### src/rtl/comparator_pkg.sv
// ----------------------------------------------------------------------------
// comparator_pkg
//
// Types and constants shared by the comparator family and by the
// comparison operand generator.
//
//   relation_t  : relation encoding carried on Relation_In
//                 (LT / EQ / GT, with 2'b11 reserved as invalid)
//   gen_state_t : operand generator control states
//   DEFAULT_LFSR_SEED / DEFAULT_LFSR_TAPS : 16-bit Galois LFSR defaults,
//                 polynomial x^16 + x^14 + x^13 + x^11 + 1
//   MAX_DATA_WIDTH : widest operand the generator is defined for
//   is_valid_relation() : true for LT, EQ and GT
// ----------------------------------------------------------------------------
package comparator_pkg;

    typedef enum logic [1:0] {
        REL_LT  = 2'b00,
        REL_EQ  = 2'b01,
        REL_GT  = 2'b10,
        REL_INV = 2'b11
    } relation_t;

    typedef enum logic [1:0] {
        IDLE   = 2'b00,
        DRAW   = 2'b01,
        ADJUST = 2'b10,
        HOLD   = 2'b11
    } gen_state_t;

    localparam int          MAX_DATA_WIDTH    = 8;
    localparam logic [15:0] DEFAULT_LFSR_SEED = 16'hACE1;
    // Right-shifting Galois form: the bit shifted out of bit 0 is XORed
    // into the tap positions for x^16 + x^14 + x^13 + x^11 + 1.
    localparam logic [15:0] DEFAULT_LFSR_TAPS = 16'hB400;

    function automatic logic is_valid_relation(input logic [1:0] rel);
        return rel != REL_INV;
    endfunction

endpackage : comparator_pkg

### src/rtl/lfsr_galois.sv
// ----------------------------------------------------------------------------
// lfsr_galois
//
// Free-running right-shifting Galois LFSR. Every rising edge outside reset
// the register shifts right by one; when the bit leaving position 0 is set,
// the TAPS mask is XORed into the shifted value.
//
// Parameters:
//   WIDTH : register length (>= 2)
//   SEED  : reset value, must be non-zero or the register locks at zero
//   TAPS  : feedback mask for the chosen polynomial
//
// Ports:
//   Clock_In  : clock, rising edge
//   Reset_In  : synchronous active-high reset, reloads SEED
//   Lfsr_Out  : current register contents
// ----------------------------------------------------------------------------
module lfsr_galois
    import comparator_pkg::*;
#(
    parameter int               WIDTH = 16,
    parameter logic [WIDTH-1:0] SEED  = WIDTH'(DEFAULT_LFSR_SEED),
    parameter logic [WIDTH-1:0] TAPS  = WIDTH'(DEFAULT_LFSR_TAPS)
) (
    input  logic             Clock_In,
    input  logic             Reset_In,
    output logic [WIDTH-1:0] Lfsr_Out
);

    // NOTE: sequential state is always written with non-blocking assignments
    // so every flop samples the pre-edge value of every other flop.
    always_ff @(posedge Clock_In) begin
        if (Reset_In) begin
            Lfsr_Out <= SEED;
        end else begin
            Lfsr_Out <= {1'b0, Lfsr_Out[WIDTH-1:1]} ^ (Lfsr_Out[0] ? TAPS : '0);
        end
    end

endmodule : lfsr_galois

### src/rtl/comparison_operand_generator.sv
// ----------------------------------------------------------------------------
// comparison_operand_generator
//
// Inverse of the comparator: given a requested relation (LT / EQ / GT) it
// produces an operand pair (A, B) that satisfies it. Raw operands come from
// a free-running Galois LFSR and are corrected deterministically:
//   EQ : B = A
//   LT : keep if A < B, swap if A > B; on A == B bump B up, or A down when
//        B is already at the maximum value
//   GT : mirror of LT (bump A up, or B down when A is at the maximum)
// No arithmetic ever wraps.
//
// Flow: IDLE accepts a request -> DRAW captures raw A/B -> ADJUST loads the
// corrected pair and raises Data_Valid_Out -> HOLD keeps the pair stable
// until the downstream handshake, then back to IDLE. Data_Valid_Out rises
// two cycles after the accepting edge; minimum request period is 4 cycles.
// An invalid relation (2'b11) is accepted in IDLE, pulses Error_Out for one
// cycle and produces no data.
//
// Parameters:
//   DATA_WIDTH : operand width, 1..8
//   LFSR_WIDTH : LFSR length, at least 2*DATA_WIDTH
//   LFSR_SEED  : LFSR reset value, non-zero
//   LFSR_TAPS  : LFSR feedback mask; the default matches LFSR_WIDTH = 16
//
// Ports:
//   Clock_In          : clock, rising edge
//   Reset_In          : synchronous active-high reset
//   Request_Valid_In  : relation request present
//   Relation_In       : 00 LT, 01 EQ, 10 GT, 11 invalid
//   Request_Ready_Out : high only in IDLE
//   Data_A_Out        : generated operand A
//   Data_B_Out        : generated operand B
//   Data_Valid_Out    : operand pair valid
//   Data_Ready_In     : downstream accepts the pair
//   Error_Out         : one-cycle pulse after an invalid relation is accepted
//   Pair_Count_Out    : (PAIR_COUNT_EN only) 16-bit wrapping count of
//                       output handshakes
//
// Configuration macro: PAIR_COUNT_EN adds Pair_Count_Out and its counter.
// ----------------------------------------------------------------------------
module comparison_operand_generator
    import comparator_pkg::*;
#(
    parameter int                    DATA_WIDTH = 2,
    parameter int                    LFSR_WIDTH = 16,
    parameter logic [LFSR_WIDTH-1:0] LFSR_SEED  = LFSR_WIDTH'(DEFAULT_LFSR_SEED),
    parameter logic [LFSR_WIDTH-1:0] LFSR_TAPS  = LFSR_WIDTH'(DEFAULT_LFSR_TAPS)
) (
    input  logic                  Clock_In,
    input  logic                  Reset_In,
    input  logic                  Request_Valid_In,
    input  logic [1:0]            Relation_In,
    output logic                  Request_Ready_Out,
    output logic [DATA_WIDTH-1:0] Data_A_Out,
    output logic [DATA_WIDTH-1:0] Data_B_Out,
    output logic                  Data_Valid_Out,
    input  logic                  Data_Ready_In,
    output logic                  Error_Out
`ifdef PAIR_COUNT_EN
    ,
    output logic [15:0]           Pair_Count_Out
`endif
);

    localparam logic [DATA_WIDTH-1:0] MAX_VALUE = '1;

    gen_state_t              state;
    gen_state_t              state_next;
    relation_t               relation_q;
    logic [LFSR_WIDTH-1:0]   lfsr_value;
    logic [DATA_WIDTH-1:0]   raw_a;
    logic [DATA_WIDTH-1:0]   raw_b;
    logic [DATA_WIDTH-1:0]   adj_a;
    logic [DATA_WIDTH-1:0]   adj_b;
    logic                    accept;
    logic                    capture_raw;
    logic                    load_pair;
    logic                    handshake;

    // ------------------------------------------------------------------
    // Operand source: advances every cycle regardless of FSM state.
    // ------------------------------------------------------------------
    lfsr_galois #(
        .WIDTH (LFSR_WIDTH),
        .SEED  (LFSR_SEED),
        .TAPS  (LFSR_TAPS)
    ) u_lfsr (
        .Clock_In (Clock_In),
        .Reset_In (Reset_In),
        .Lfsr_Out (lfsr_value)
    );

    // Only the low 2*DATA_WIDTH bits feed the operands.
    if (LFSR_WIDTH > 2 * DATA_WIDTH) begin : g_spare_lfsr_bits
        logic unused_lfsr_bits;
        assign unused_lfsr_bits = ^lfsr_value[LFSR_WIDTH-1:2*DATA_WIDTH];
    end

    // ------------------------------------------------------------------
    // FSM: state register
    // ------------------------------------------------------------------
    always_ff @(posedge Clock_In) begin
        if (Reset_In) begin
            state <= IDLE;
        end else begin
            state <= state_next;
        end
    end

    // ------------------------------------------------------------------
    // FSM: next-state logic. Invalid relations are accepted but keep the
    // FSM in IDLE.
    // ------------------------------------------------------------------
    // NOTE: every combinational output gets a default at the top of the
    // block, so no path leaves it unassigned and no latch is inferred.
    always_comb begin
        state_next = state;
        unique case (state)
            IDLE: begin
                if (Request_Valid_In && is_valid_relation(Relation_In)) begin
                    state_next = DRAW;
                end
            end
            DRAW:   state_next = ADJUST;
            ADJUST: state_next = HOLD;
            HOLD: begin
                if (Data_Valid_Out && Data_Ready_In) begin
                    state_next = IDLE;
                end
            end
            default: state_next = IDLE;
        endcase
    end

    // ------------------------------------------------------------------
    // FSM: outputs and datapath strobes
    // ------------------------------------------------------------------
    always_comb begin
        Request_Ready_Out = 1'b0;
        capture_raw       = 1'b0;
        load_pair         = 1'b0;
        handshake         = 1'b0;
        unique case (state)
            IDLE:    Request_Ready_Out = 1'b1;
            DRAW:    capture_raw       = 1'b1;
            ADJUST:  load_pair         = 1'b1;
            HOLD:    handshake         = Data_Valid_Out && Data_Ready_In;
            default: ;
        endcase
    end

    assign accept = Request_Ready_Out && Request_Valid_In;

    // ------------------------------------------------------------------
    // Correction of the raw pair so it satisfies the latched relation.
    // Ties are broken towards the side that still has headroom, so the
    // +1 / -1 never wraps.
    // ------------------------------------------------------------------
    always_comb begin
        adj_a = raw_a;
        adj_b = raw_b;
        unique case (relation_q)
            REL_EQ: begin
                adj_b = raw_a;
            end
            REL_LT: begin
                if (raw_a > raw_b) begin
                    adj_a = raw_b;
                    adj_b = raw_a;
                end else if (raw_a == raw_b) begin
                    if (raw_b != MAX_VALUE) begin
                        adj_b = raw_b + DATA_WIDTH'(1);
                    end else begin
                        adj_a = raw_a - DATA_WIDTH'(1);
                    end
                end
            end
            REL_GT: begin
                if (raw_a < raw_b) begin
                    adj_a = raw_b;
                    adj_b = raw_a;
                end else if (raw_a == raw_b) begin
                    if (raw_a != MAX_VALUE) begin
                        adj_a = raw_a + DATA_WIDTH'(1);
                    end else begin
                        adj_b = raw_b - DATA_WIDTH'(1);
                    end
                end
            end
            default: ;
        endcase
    end

    // ------------------------------------------------------------------
    // Datapath registers
    // ------------------------------------------------------------------
    always_ff @(posedge Clock_In) begin
        if (Reset_In) begin
            relation_q     <= REL_LT;
            raw_a          <= '0;
            raw_b          <= '0;
            Data_A_Out     <= '0;
            Data_B_Out     <= '0;
            Data_Valid_Out <= 1'b0;
            Error_Out      <= 1'b0;
        end else begin
            // High for exactly the cycle after an invalid request is taken.
            Error_Out <= accept && !is_valid_relation(Relation_In);

            if (accept) begin
                relation_q <= relation_t'(Relation_In);
            end

            if (capture_raw) begin
                raw_a <= lfsr_value[DATA_WIDTH-1:0];
                raw_b <= lfsr_value[2*DATA_WIDTH-1:DATA_WIDTH];
            end

            // Operands keep their last values after the handshake; only
            // the valid flag drops.
            if (load_pair) begin
                Data_A_Out     <= adj_a;
                Data_B_Out     <= adj_b;
                Data_Valid_Out <= 1'b1;
            end else if (handshake) begin
                Data_Valid_Out <= 1'b0;
            end
        end
    end

`ifdef PAIR_COUNT_EN
    // ------------------------------------------------------------------
    // Optional count of delivered pairs; wraps naturally at 16 bits.
    // ------------------------------------------------------------------
    always_ff @(posedge Clock_In) begin
        if (Reset_In) begin
            Pair_Count_Out <= '0;
        end else if (handshake) begin
            Pair_Count_Out <= Pair_Count_Out + 16'd1;
        end
    end
`endif

endmodule : comparison_operand_generator

### config.mk
export PLATFORM = sky130hd
export DESIGN_NAME = comparison_operand_generator
export DESIGN_NICKNAME = d
export VERILOG_FILES = /design/src/rtl/comparator_pkg.sv /design/src/rtl/lfsr_galois.sv /design/src/rtl/comparison_operand_generator.sv
export SDC_FILE = /design/constraint.sdc
export NUM_CORES = 1
export LEC_CHECK = 0
export CORE_ASPECT_RATIO = 1.2
export CORE_MARGIN = 5
export CORE_UTILIZATION = 56
export CTS_CLUSTER_DIAMETER = 30
export DETAILED_ROUTE_END_ITERATION = 10
export PLACE_DENSITY = 0.79
export REMOVE_ABC_BUFFERS = 1
export SETUP_SLACK_MARGIN = 0.1
export SLEW_MARGIN = 20
export SYNTH_ARGS = -nofsm -noshare
export SYNTH_HDL_FRONTEND = slang
export SYNTH_SLANG_ARGS = --single-unit
### constraint.sdc
create_clock -name Clock_In -period 2.75 [get_ports Clock_In]
set_clock_uncertainty 0.05 [all_clocks]
set_input_delay 0.275 -clock Clock_In [delete_from_list [all_inputs] [get_ports Clock_In]]
set_output_delay 0.275 -clock Clock_In [all_outputs]
set_load 0.02 [all_outputs]
# Word level (Yosys, flattened, before mapping)
# Cells that the tools add are included.
[classes]
addsub = 4
n_mul = 0
n_div = 0
n_lt_le_gt_ge = 2
eq_ne = 11
shift = 0
n_mux = 24
n_bitwise = 1
reduce_logical = 9
[ops]
columns = ["cell", "count"]
rows = [
  ["2-bit 2-to-1 mux", 14],
  ["16-bit 2-to-1 mux", 1],
  ["15-bit by 16-bit XOR with 16-bit output", 1],
  ["2-bit != test (second input constant)", 5],
  ["2-bit case mux with 4 select lines", 1],
  ["2-bit equality test (second input constant)", 3],
  ["1-bit 2-to-1 mux", 6],
  ["2-bit case mux with 3 select lines", 1],
  ["2-bit by 1-bit adder with 2-bit output (second input constant)", 2],
  ["2-bit by 1-bit equality test with 1-bit output (second input constant)", 2],
  ["1-bit logical AND", 4],
  ["2-bit zero test", 2],
  ["2-bit case mux with 2 select lines", 1],
  ["2-bit by 1-bit subtractor with 2-bit output (second input constant)", 2],
  ["2-bit equality test", 1],
  ["2-bit > comparator", 1],
  ["2-bit less-than comparator", 1],
  ["2-bit AND reduction", 1],
  ["2-bit nonzero test", 1],
  ["1-bit zero test", 1],
]
[totals]
regBits = 30
latch_bits = 0
ram_bits = 0
rom_bits = 0
input_bits = 6
output_inout_bits = 7
elab_cells = 60
memories = 0

# Longest topological paths before layout
# Gate-level depths: netlist (run 1).
[logic_depth]
depth_word = 5
mapped_depth = 8
ltp_nobuf = 7

# Cells and area by module
# Synthesis (run 1) repeated with hierarchy kept, for this count alone.
[unflattened]
hier_cells = 167
hier_area_um2 = 1545.2
[by_module_without_submodules]
columns = ["module", "n_inst", "cells_each", "area_each_um2", "seq_area_each_um2"]
rows = [
  ["comparison_operand_generator", 1, 131, 1082.3, 280.3],
  ["lfsr_galois", 1, 36, 462.9, 320.3],
]

# Least setup slack after synthesis (run 1)
# Ideal clock, no wire load.
[synth_timing]
kind = "reg-to-reg"
from = "register raw_b[1]"
to = "register Data_B_Out[1]"
setup_ns = 0.131
arrival_time_ns = 1.781
required_time_ns = 2.569
setup_slack_ns = 0.788
stages_incl_launch_ff = 8
n_path_buf = 0
period_less_slack_ns = 1.962
path_cell_list = "dfxtp_1 > inv_1 > ha_1 > and2b_4 > nor2_4 > mux2_4 > a221oi_2 > nor3_1"
[synth_between]
elab_chain_len = 5
elab_cells_between_ends = 13
cone_classes = "add/sub (2); order compare (2); eq/ne (2); mux (7)"
[synth_lines]
columns = ["item", "line_no", "rtl"]
rows = [
  ["start, declared", "comparison_operand_generator.sv:73", "logic [DATA_WIDTH-1:0] raw_b;"],
  ["start signal, assigned", "comparison_operand_generator.sv:217", "raw_b <= lfsr_value[2*DATA_WIDTH-1:DATA_WIDTH];"],
  ["2-bit by 1-bit subtractor with 2-bit output, or another cell as far along", "comparison_operand_generator.sv:187", "adj_b = raw_b - DATA_WIDTH'(1);"],
  ["2-bit 2-to-1 mux (on tied branches)", "comparison_operand_generator.sv:184, comparison_operand_generator.sv:172", ""],
  ["2-bit 2-to-1 mux (on tied branches)", "comparison_operand_generator.sv:183, comparison_operand_generator.sv:171", ""],
  ["2-bit 2-to-1 mux (on tied branches)", "comparison_operand_generator.sv:180, comparison_operand_generator.sv:168", ""],
  ["2-bit case mux with 3 select lines *", "comparison_operand_generator.sv:163", "unique case (relation_q)"],
  ["end signal, assigned", "comparison_operand_generator.sv:224", "Data_B_Out <= adj_b;"],
  ["end, declared", "comparison_operand_generator.sv:56", "output logic [DATA_WIDTH-1:0] Data_B_Out,"],
]
# Mark *: on every way between the ends. The rest lies on a longest branch, timed or not.
# A chain may end at the register's enable or synchronous reset.

# Worst setup path after layout (run 1)
# Same ends and word-level chain as after synthesis.

==> flow_summary.toml, run 1 <==
[layout]
diodes = 0
area_delta_synth_final_pct = 13.1
regArea_um2 = 601
final_common_cell = "dfxtp_1"
multi_input_area_um2 = 806
drive_gt1_frac = 0.113
nFillCells = 215
fin_nets = 194
final_cell_count_no_fill = 210
final_core_util = 0.662
mostFrequentLayoutCells = "30 x dfxtp_1, 14 x nor2_1, 12 x nand2_1, 12 x ha_1, 12 x clkdlybuf4s50_1"

[synthesis]
synth_edf_count = 0
synth_top_area_share = 0.406
synth-seq-cells = 30
yosysSeqAreaShare = 0.406
synth_area_leader_cell = "dfxtp_1"
synth.area.top_cells = "dfxtp_1 41%, ha_1 10%, mux2i_1 4.7%"
ys_warn_count = 0
ys_async_sr_fraction = 0
syn_avg_cell_area_um2 = 9.02
syn_area_um2 = 1480
synth_flop_cell = "dfxtp_1"
yosysUniqueCellTypes = 40
synthCells = 164

[cts]
cts_tree = "yes"
insertion_delay_ns = 0.32
cts_sinks = 30
post-cts-setup-buffer-count = 0
htreeDepth = 2
cts_resized = 0
clkSlewWorstSetupHoldPaths_ns = 0.10
clock_path_buffers = 2
cts_made_buffers = 5
cts_hold_buffers = 0
root_buffer = "clkbuf_4"

[timing]
setup_viol = 0
slew_headroom = 0.698
hold_viol_final = 0
period_share = 0.795
fin_setup_tns_ns = 0
layout_min_cycle_time_ns = 2.19
tightest_slew_ns = 0.452
rsz0062_at_grt = "no"
slew_violations = 0
setup_ws_ns = 0.565
timing.fmax_mhz = 458

[routing]
drt_iter0_drc = 28
drt-total-wl_um = 2930
drcViolationCount = 0
drt-vias-per-instance = 5.62
routed-via-count = 1181
wl_per_cell_um = 13.9
drt-pass1-iter-count = 5
drtAntennaViolNets = 0

[floorplanning]
die-area_um2 = 3770
die_y_um = 66.3
rows = 20
core-area_um2 = 2530
die_width_um = 56.9
start_util = 0.585
ioPinCount = 13

[global_route]
grt_pass1_wl_um = 5060
grt-busiest-layer = "met2"
grt_max_degree = 16
use_met1 = 0.180
met3_usage = 0.0488
antenna_found_initial = 0
globalRoute.totalOverflow = 0
grt_use_met2 = 0.319
grt_usage = 0.170
grt_pass1_vias = 1161

[placed_design]
dp.cells = 202
hpwl_um = 2160
place_congestion = 0.950
io_buffers = 12
dp_slack_ns = 0.619

[critical_path]
path_max_fanout = 7
cp-start-kind = "flip-flop"
cp.required_ns = 2.89
slowest_delay_ns = 0.44
cp.arrival_ns = 2.33
worst-setup-path-type = "reg2reg"
endpoint_kind = "flip-flop"
path_cells = "inv_1 > ha_1 > and2b_4 > nor2_4 > mux2_4 > a221oi_2 > nor3_1"
cp_slowest_cell = "dfxtp_1"

[hold_path]
hold_path.class = "reg2reg"

[status]
status = "completed"

[flow_run]
cap_violations = 0

[pwr]
leakage_nw = 0.670
ir_worst_vdd_uv = 568
power_density_nw_per_um2 = 835
## critical path, delay by kind of cell (launching register included)
family                     cells  cell delay [ns]
DFF                            1             0.44
buffers and inverters          1             0.14
muxes                          1             0.33
AOI/OAI and AO/OA              1             0.26
adders and majority gates      1             0.37
and+or+nand+nor                3             0.48
## layout make-up
class,count,area share
Clock buffer,6,0.0307
Clock inverter,2,0.00748
Inverter,7,0.0157
Multi-Input combinational cell,118,0.482
Sequential cell,30,0.359
Tap cell,33,0.0247
Timing Repair Buffer,14,0.0808
## where the power goes
| part | total (mW) | leakage, nW | switching [mW] | internal (mW) |
|---|---|---|---|---|
| sequential | 0.563 | 0.247 | 0.0624 | 0.501 |
| clock | 0.268 | 0.0343 | 0.145 | 0.123 |
| combinational | 0.566 | 0.388 | 0.308 | 0.258 |
| total | 1.40 | 0.670 | 0.516 | 0.882 |
## sequential cells by signal, summed over array words and instances, names as in the netlist
signal	flops
Data_A_Out	2
relation_q	2
Error_Out	1
u_lfsr.Lfsr_Out	16
state	2
Data_B_Out	2
raw_a	2
Data_Valid_Out	1
raw_b	2
## per-stage QoR
step	power [mW]	cell area, µm²	hold WS [ns]
final	1.40	1670	0.370
after floorplan	0.961	1430	0.294
after global routing	1.50	1670	0.395
after detailed placement	1.13	1610	0.346
after CTS	1.40	1670	0.369
after global placement	1.11	1610	0.350
## path summary, 6_finish.rpt
| path | start | endpoint | slack (ns) | cells past startpoint |
|---|---|---|---|---|
| worst max-delay path | raw_b[1]$_SDFFE_PP0N_ | Data_B_Out[1]$_SDFFE_PP0P_ | 0.56 | 7 |
| worst min-delay path | u_lfsr.Lfsr_Out[12]$_SDFF_PP0_ | u_lfsr.Lfsr_Out[11]$_SDFF_PP1_ | 0.37 | 1 |
| worst max register to register | raw_b[1]$_SDFFE_PP0N_ | Data_B_Out[1]$_SDFFE_PP0P_ | 0.56 | 7 |
| worst min register to register | u_lfsr.Lfsr_Out[12]$_SDFF_PP0_ | u_lfsr.Lfsr_Out[11]$_SDFF_PP1_ | 0.37 | 1 |
## cells in the mapped netlist, drive strengths merged, types with 3 or more instances
cell type  number
dfxtp          30
nor2           15
ha             12
nand2          12
nor2b           9
o21ai           8
inv             7
mux2i           7
nand3           7
nor3            6
or2             6
a21oi           5
clkbuf          5
buf             4
xnor2           4
nand2b          3
## layer usage
metal | share of wire | vias to the layer above
li1 | - | 582
met1 | 0.42 | 546
met2 | 0.53 | 47
met3 | 0.039 | 6
met4 | 0.013 | 0
met5 | 0 | -
## cells by family (layout without fill, tap and decap cells)
group	count (synthesis)	in the layout	share of synthesized area
DFF	30	30	0.406
and+or+nand+nor	64	64	0.223
muxes	8	8	0.0575
xor gates and xnor gates	4	4	0.0237
adders and majority gates	12	12	0.102
buffers and inverters	16	29	0.0491
AOI/OAI and AO/OA	30	30	0.139
(Power assumes the default switching activity.)
==> inputs of run 2 (changes only) <==
==> constraint.sdc (replaced) <==
create_clock -name Clock_In -period 2.1 [get_ports Clock_In]
set_clock_uncertainty 0.05 [all_clocks]
set_input_delay 0.21 -clock Clock_In [delete_from_list [all_inputs] [get_ports Clock_In]]
set_output_delay 0.21 -clock Clock_In [all_outputs]
set_load 0.02 [all_outputs]
==> flow_summary.toml, run 2 (same netlist as run 1, synthesis figures left out) <==
[status]
status = "completed"

[routing]
drt-vias-per-instance = 5.60
drt-pass1-iter-count = 4
drt_iter0_drc = 21
drcViolationCount = 0
drt-total-wl_um = 3080
drtAntennaViolNets = 0
wl_per_cell_um = 14.3
routed-via-count = 1209

[critical_path]
path_cells = "inv_1 > ha_1 > and2_2 > o311a_1 > a211oi_1 > nor4_1"
cp_slowest_cell = "ha_1"
endpoint_kind = "flip-flop"
worst-setup-path-type = "reg2reg"
cp-start-kind = "flip-flop"
cp.required_ns = 2.26
path_max_fanout = 9
path_buf_inv = 1
path_delay_family = "compound AO/OA/AOI/OAI gates"
slowest_delay_ns = 0.37
cp.arrival_ns = 2.07

[pwr]
switchingPower_mw = 0.681
ir_worst_vdd_uv = 1050
power_switching_share = 0.366
leakage_nw = 0.702
p_int_mw = 1.18
seq_power_share = 0.388
comb_power_share = 0.429
p_clk_frac = 0.183
power_density_nw_per_um2 = 1080

[layout]
drive_gt1_frac = 0.148
area_delta_synth_final_pct = 16.8
fin_area_um2 = 1730
mostFrequentLayoutCells = "30 x dfxtp_1, 14 x nor2_1, 12 x nand2_1, 12 x clkdlybuf4s50_1, 11 x ha_1"
largest_register = "u_lfsr.Lfsr_Out"
fin_nets = 200
diodes = 0
largest_reg_flops = 16
final_common_cell = "dfxtp_1"

[global_route]
grt_pass1_wl_um = 4950
globalRoute.totalOverflow = 0
antenna_found_initial = 0
grt_pass1_vias = 1160
grt_usage = 0.169
grt_max_degree = 22

[timing]
slew_violations = 0
rsz0062_at_grt = "no"
setup_viol = 0
period_share = 0.908
layout_min_cycle_time_ns = 1.91
hold_viol_final = 0
tightest_slew_ns = 0.451
slew_headroom = 0.699
fin_setup_tns_ns = 0
timing.fmax_mhz = 524
timing.hold.ws_ns = 0.364

[flow_run]
cap_violations = 0

[cts]
cts_made_buffers = 5
root_buffer = "clkbuf_4"
htreeDepth = 2
cts_hold_buffers = 0
clkSlewWorstSetupHoldPaths_ns = 0.09
insertion_delay_ns = 0.32
cts_tree = "yes"
clock_path_buffers = 2
cts_sinks = 30

[floorplanning]
die_y_um = 66.3
die_width_um = 56.9
core-area_um2 = 2530
die-area_um2 = 3770
rows = 20
start_util = 0.585
ioPinCount = 13

[hold_path]
hold_path.class = "reg2reg"

[placed_design]
io_buffers = 12
placed_area_um2 = 1650
place_congestion = 0.853
hpwl_um = 2160
## run 2: changes by cell type in the layout (fill, tap and decap cells not counted), sizes merged
cell	delta
clkbuf	+1
clkinvlp	-1
buf	+6
## run 2: worst register-to-register path: stages, from the launching register on
cell,delay (ns)
dfxtp_1,0.34
inv_1,0.09
ha_1,0.37
and2_2,0.28
o311a_1,0.34
a211oi_1,0.25
nor4_1,0.08
## run 2: final cells by class
cell class | instances | area [µm²]
multi-input cells | 118 | 820
fillers | 198 | 800
flip-flops and latches | 30 | 601
repair buffers | 20 | 180
clock buffers | 7 | 55.1
well taps | 33 | 41.3
inverters | 7 | 26.3
clock inverters | 1 | 5.00
## run 2: per-layer routing
layer | track usage | wire length [µm] | vias up
met2 | 0.269 | 1470 | 35
met1 | 0.194 | 1310 | 555
met4 | 0.107 | 174 | 0
met5 | 0 | 0 | -
met3 | 0.0527 | 125 | 22
li1 | - | - | 597
## run 2: worst paths after layout
check                                      from                             to  slack [ns]  cells past startpoint
setup reg to reg          raw_a[0]$_SDFFE_PP0N_     Data_A_Out[1]$_SDFFE_PP0P_        0.19                      6
setup / recovery          raw_a[0]$_SDFFE_PP0N_     Data_A_Out[1]$_SDFFE_PP0P_        0.19                      6
hold / removal    u_lfsr.Lfsr_Out[6]$_SDFF_PP1_  u_lfsr.Lfsr_Out[5]$_SDFF_PP1_        0.36                      1
hold reg to reg   u_lfsr.Lfsr_Out[6]$_SDFF_PP1_  u_lfsr.Lfsr_Out[5]$_SDFF_PP1_        0.36                      1
## run 2: stage by stage
stage	power (mW)	util	setup WS, ns	std cells
global placement	1.47	0.651	0.232	207
CTS	1.85	0.675	0.163	215
finish	1.86	0.684	0.193	216
global route	1.98	0.684	0.101	216
detailed placement	1.50	0.651	0.179	207
floorplan	1.26	-	0.149	155
## run 2: repair_timing
item | in CTS | in global routing
endpoints found under the setup margin | 0 | 2
buffers inserted | 0 | 1
gates resized for setup | 0 | 2
## run 2: power by group through the flow
stage,combinational [mW],sequential [mW],clock [mW]
floorplan,0.491,0.768,0
global placement,0.745,0.728,0
detailed placement,0.767,0.733,0
CTS,0.771,0.720,0.354
global route,0.865,0.735,0.384
finish,0.799,0.722,0.341
